===== config.mk =====
export PLATFORM = sky130hd
export DESIGN_NAME = qpu_exu_trigger
export DESIGN_NICKNAME = d
export VERILOG_FILES = /design/src/rtl/qpu_exu_trigger.sv
export SDC_FILE = /design/constraint.sdc
export NUM_CORES = 1
export LEC_CHECK = 0
export BUFFER_PORTS_ARGS = -buffer_cell sky130_fd_sc_hd__buf_4
export CORE_ASPECT_RATIO = 1.2
export CORE_MARGIN = 4
export CORE_UTILIZATION = 30
export DETAILED_ROUTE_END_ITERATION = 6
export GPL_TIMING_DRIVEN = 0
export PLACE_DENSITY = 0.58
export SYNTH_ARGS = -nofsm -noshare
export SYNTH_HDL_FRONTEND = slang
export SYNTH_SLANG_ARGS = --single-unit
export TNS_END_PERCENT = 30

===== constraint.sdc =====
create_clock -name clk -period 2.95 [get_ports clk]
set_input_delay 0.59 -clock clk [delete_from_list [all_inputs] [get_ports clk]]
set_output_delay 0.59 -clock clk [all_outputs]
set_load 0.01 [all_outputs]

===== src/rtl/qpu_exu_trigger.sv =====
// Timing/trigger stage behind the execution-unit time/event queue: runs the relative
// time counter, drives the queue trigger enable and stretches released events into pulses.
module qpu_exu_trigger #(
  parameter int TIME_W        = 16,
  parameter int EVENT_NUM     = 4,
  parameter int EV_W          = 8,
  parameter int PULSE_LEN     = 4,
  parameter int STALL_TIMEOUT = 255
) (
  input  logic                      clk,
  input  logic                      rst_n,
  input  logic                      start_i,
  input  logic                      stop_i,
  input  logic                      clr_err_i,
  output logic                      trigger_o,
  input  logic                      clk_ena_i,
  input  logic                      tp_pop_i,
  output logic [TIME_W-1:0]         time_o,
  input  logic [EVENT_NUM-1:0]      evq_valid_i,
  input  logic [EVENT_NUM*EV_W-1:0] evq_data_i,
  output logic [EVENT_NUM-1:0]      ch_valid_o,
  output logic [EVENT_NUM*EV_W-1:0] ch_data_o,
  output logic                      busy_o,
  output logic                      stall_err_o,
  output logic [15:0]               tp_count_o
);

  typedef enum logic [1:0] {
    S_IDLE  = 2'd0,
    S_RUN   = 2'd1,
    S_STALL = 2'd2,
    S_DRAIN = 2'd3
  } state_t;

  localparam logic [TIME_W-1:0] TIME_MAX = '1;
  localparam logic [15:0]       STALL_TO = 16'(STALL_TIMEOUT);
  localparam logic [7:0]        PLEN     = 8'(PULSE_LEN);

  state_t                           state_q, state_d;
  logic [TIME_W-1:0]                time_q, time_d;
  logic [15:0]                      tp_q, tp_d;
  logic [15:0]                      stall_q, stall_d;
  logic                             err_q, err_set;
  logic [EVENT_NUM-1:0][7:0]        pcnt_q;
  logic [EVENT_NUM-1:0][EV_W-1:0]   data_q;
  logic                             active;
  logic                             pulses_idle;

  assign active      = (state_q == S_RUN) || (state_q == S_STALL);
  assign pulses_idle = (pcnt_q == '0);

  // Queue side has no backpressure: clk_ena_i/tp_pop_i/evq_valid_i are single-cycle
  // qualifiers sampled every clock; priority within RUN/STALL is stop > pop > clk_ena.
  always_comb begin
    state_d = state_q;
    time_d  = time_q;
    tp_d    = tp_q;
    stall_d = stall_q;
    err_set = 1'b0;
    case (state_q)
      S_IDLE: begin
        if (start_i) begin
          state_d = S_RUN;
          time_d  = '0;
          tp_d    = '0;
          stall_d = '0;
        end
      end
      S_RUN, S_STALL: begin
        if (stop_i) begin
          state_d = S_DRAIN;
        end else if (tp_pop_i) begin
          state_d = S_RUN;
          time_d  = '0;
          tp_d    = (tp_q == 16'hFFFF) ? tp_q : tp_q + 16'd1;
          stall_d = '0;
        end else if (clk_ena_i) begin
          state_d = S_RUN;
          time_d  = (time_q == TIME_MAX) ? time_q : time_q + TIME_W'(1);
          stall_d = '0;
        end else begin
          // Counter parks at the timeout so the error keeps re-asserting while stalled.
          state_d = S_STALL;
          if (state_q == S_RUN)
            stall_d = 16'd1;
          else
            stall_d = (stall_q == STALL_TO) ? stall_q : stall_q + 16'd1;
          err_set = (stall_d == STALL_TO);
        end
      end
      S_DRAIN: begin
        if (pulses_idle) state_d = S_IDLE;
      end
      default: state_d = S_IDLE;
    endcase
  end

  always_ff @(posedge clk or negedge rst_n) begin
    if (!rst_n) begin
      state_q <= S_IDLE;
      time_q  <= '0;
      tp_q    <= '0;
      stall_q <= '0;
      err_q   <= 1'b0;
    end else begin
      state_q <= state_d;
      time_q  <= time_d;
      tp_q    <= tp_d;
      stall_q <= stall_d;
      if (err_set)
        err_q <= 1'b1;
      else if (clr_err_i)
        err_q <= 1'b0;
    end
  end

  // Per-channel pulse stretchers; a capture during an active pulse simply reloads.
  always_ff @(posedge clk or negedge rst_n) begin
    if (!rst_n) begin
      pcnt_q <= '0;
      data_q <= '0;
    end else begin
      for (int l = 0; l < EVENT_NUM; l++) begin
        if (active && evq_valid_i[l]) begin
          pcnt_q[l] <= PLEN;
          data_q[l] <= evq_data_i[l*EV_W +: EV_W];
        end else if (pcnt_q[l] != 8'd0) begin
          pcnt_q[l] <= pcnt_q[l] - 8'd1;
        end
      end
    end
  end

  always_comb begin
    ch_valid_o = '0;
    for (int l = 0; l < EVENT_NUM; l++)
      ch_valid_o[l] = (pcnt_q[l] != 8'd0);
  end

  assign ch_data_o   = data_q;
  assign trigger_o   = active;
  assign time_o      = time_q;
  assign busy_o      = (state_q != S_IDLE);
  assign stall_err_o = err_q;
  assign tp_count_o  = tp_q;

endmodule


==> results.py <==
metrics = {
    "worst_setup_path": {
        "cp.required_ps": 2360,
        "crit_chain": "inv_1 > ha_1 > or4b_1 > or4_4 > buf_4",
        "cp-startpoint": "pcnt_q[8]",
        "r2r-start": "state_q[1]",
        "cp-end-kind": "primary output",
        "critPathArrivalTime_ps": 2300,
        "critPathCapture": "ch_valid_o[1]",
        "rrSetupSlack_ps": 200,
        "cp_max_fo": 9,
        "cpPeakStageDelay_ps": 530,
        "reg2reg_to": "time_o[4]",
        "crit_slowest_cell": "or4_4",
        "crit_family": "simple AND/OR/NAND/NOR gates",
        "path_class": "reg2out",
        "start_kind": "flop",
        "cp.depth": 5,
        "path_buf_inv": 2,
        "r2r_cells": 9,
    },
    "cts": {
        "cts_buffer_depth": 2,
        "hold_buffers": 0,
        "cts_made_buffers": 17,
        "clkLatencyLatePin_ps": 410,
        "cts_htree_levels": 4,
        "root_buffer": "clkbuf_16",
        "clk_pin_slew_worst_paths_ps": 50,
        "cts.sinks": 115,
        "post_cts_buffers": 0,
        "cts_tree": "done",
    },
    "yosys": {
        "synthSimpleGateAreaFrac_pct": 25.56,
        "synthXorXnorAreaFrac_pct": 5.250,
        "ys_ff_latch": 115,
        "synth_top_area_share_pct": 47.92,
        "synth_top_family_by_area": "simple AND/OR/NAND/NOR gates",
        "synth_area_leader_cell": "dfrtp_1",
        "synthMuxAreaShare_pct": 1.688,
        "synthTopCellsByCount": "146 x nand2_1, 115 x dfrtp_1, 70 x nor2_1, 29 x a21oi_1, 26 x o21ai_0",
        "async_reset_ff_share_pct": 100.0,
        "syn_area_um2": 6006,
        "yosysMostFrequentCell": "nand2_1",
        "synth_enable_flop_cells": 0,
        "synth-main-ff-cell": "dfrtp_1",
        "synth.net_count": 731,
        "ys_types": 57,
        "synth_compound_area_share_pct": 14.19,
        "ys_seq_area_share_pct": 47.92,
        "syn_avg_cell_area_um2": 8.858,
        "postSynthCellCount": 678,
        "yosys-top-cells-area": "dfrtp_1 48%, nand2_1 9.1%, nor2_1 4.4%, xor2_1 3.4%, a21oi_1 2.4%",
        "synth_fa_ha_area_share_pct": 2.083,
        "yosys_warnings": 0,
    },
    "placed_design": {
        "gp_congestion": 0.8119,
        "place_inst": 1053,
        "io_buffers": 113,
        "place_hpwl_um": 11210,
    },
    "power_and_ir_drop": {
        "seq_power_share_pct": 43.9,
        "power.share.clock_pct": 53.7,
        "p_per_area_nw_per_um2": 460.9,
        "ir_drop_mv": 0.3743,
        "comb_power_share_pct": 2.4,
        "p_sw_share_pct": 20.34,
        "leakagePower_nw": 3.627,
        "p_switching_mw": 0.7316,
        "p_int_mw": 2.866,
    },
    "timing": {
        "tns_ps": 0,
        "fmax_mhz": 345.7,
        "clock_skew_ps": 9.147,
        "grt_setup_unrepaired": "true",
        "slew_viol_final": 0,
        "period_minus_slack_ps": 2893,
        "hold_violations": 0,
        "setup_violations": 0,
        "maxSlewHeadroom_pct": 50.08,
        "tightest_slew_ps": 744.2,
        "fin_crit_sh_pct": 98.07,
    },
    "final_layout": {
        "multi_input_area_um2": 2972,
        "final_nets": 863,
        "regArea_um2": 2878,
        "drive_above_1_share_pct": 20.15,
        "finalNonFillerCells": 1081,
        "fillCellCount": 2003,
        "area_delta_synth_final_pct": 29.96,
    },
    "global_route": {
        "grt-ovfl-total": 0,
        "grt_pass1_vias": 5194,
        "grt_max_degree": 76,
        "track_usage_pct": 14.47,
        "grt_pass1_wl_um": 25780,
        "antenna_found_initial": 1,
    },
    "route": {
        "firstDrtPassIters": 5,
        "routed_via_density": 4.946,
        "drt_iter0_markers": 259,
        "num_vias": 5347,
        "wl_um": 15810,
        "drtAntennaViolNets": 0,
        "drc_errors": 0,
        "wl_per_cell_um": 14.62,
    },
    "die": {
        "core_um2": 19620,
        "die_y_um": 163.0,
        "rows": 56,
        "start_util_pct": 30.61,
        "ios": 114,
        "die_area_um2": 22360,
        "die_width_um": 137.2,
    },
    "run": {
        "drv_cap": 0,
    },
    "run_status": {
        "status": "complete, no violations",
    },
    "worst_hold_path": {
        "hold_path_class": "in2async",
    },
}
==> final cells by class <==
cell class | count | share of cell area [%]
Multi-Input combinational cell | 514 | 38.07
Sequential cell | 115 | 36.87
Timing Repair Buffer | 114 | 11.32
Clock buffer | 23 | 6.380
Tap cell | 261 | 4.184
Buffer | 27 | 1.459
Inverter | 21 | 1.010
Clock inverter | 5 | 0.6733
Antenna cell | 1 | 0.03206
==> placed cells by master (no fill, tap or decap), drive strengths merged, types with 11 or more instances in the layout <==
master and n:
nor2 71, dfrtp 115, nor3 13, a21oi 29, nand3 20, and2 12, inv 21, o2111ai 11
o21ai 37, xnor2 13, clkbuf 46, xor2 23, nand2 146, buf 118
==> through the flow <==
step | cell area (um2) | power (mW) | hold slack, ps | setup WS [ps] | util, %
floorplan | 6006 | 1.610 | 294.4 | 597.8 | -
global placement | 7181 | 1.690 | 460.2 | -134.7 | 36.60
detailed placement | 7212 | 1.696 | 463.1 | -133.2 | 36.76
CTS | 7771 | 3.664 | 106.0 | 12.42 | 39.61
global route | 7805 | 3.730 | 120.0 | -63.43 | 39.78
finish | 7805 | 3.597 | 98.92 | 56.90 | 39.78
==> cells by family (layout without fill, tap and decap cells) <==
logic type,after synthesis,in the layout
muxes,10,10
DFF,115,115
AOI/OAI and AO/OA,127,127
xor gates and xnor gates,36,36
buffers and inverters,50,190
adders and majority gates,10,10
and+or+nand+nor,330,331
other,0,1
==> power groups by stage <==
| stage | combinational, mW | clock (mW) | sequential (mW) |
|---|---|---|---|
| CTS | 0.0896 | 2.00 | 1.58 |
| global placement | 0.0841 | 0 | 1.61 |
| global route | 0.0968 | 2.06 | 1.58 |
| detailed placement | 0.0898 | 0 | 1.61 |
| floorplan | 0.00313 | 0 | 1.61 |
| finish | 0.0856 | 1.93 | 1.58 |
==> routing by layer <==
layer  GRT usage, %  up-vias  wire (um)
li1               -     2637          -
met1          18.54     2569       7125
met2          23.32      123       7620
met3          3.646       18        788
met4          5.717        0        269
met5              0        -          0
==> worst min-delay path by stage <==
stage / endpoint / slack, ps / cells after the start
2_1_floorplan: ch_data_o[0] / 290 / 0
3_3_place_gp: ch_data_o[7] / 460 / 2
3_5_place_dp: ch_data_o[9] / 460 / 2
4_1_cts: pcnt_q[7] / 110 / 1
5_1_grt: pcnt_q[7] / 120 / 1
6_report: pcnt_q[7] / 100 / 1
==> state kept, by name (all words and copies together), names as in the netlist <==
signal	count
stall_err_o	1
stall_q	16
pcnt_q	32
time_o	16
tp_count_o	16
state_q	2
ch_data_o	32
==> worst reg2reg max path, cell delays in order, from the launching register on <==
cell,delay [ps]
dfrtp_1,350
inv_1,80
ha_1,380
buf_2,300
mux2i_1,280
a21oi_1,300
clkbuf_1,420
o211ai_1,210
nor2_1,160
mux2i_1,190
==> timing repair <==
item,in CTS,in global routing
gates cloned,0,1
setup endpoints to repair,11,48
gates resized for setup,4,9
pin swaps,0,0
(Power assumes the default switching activity.)
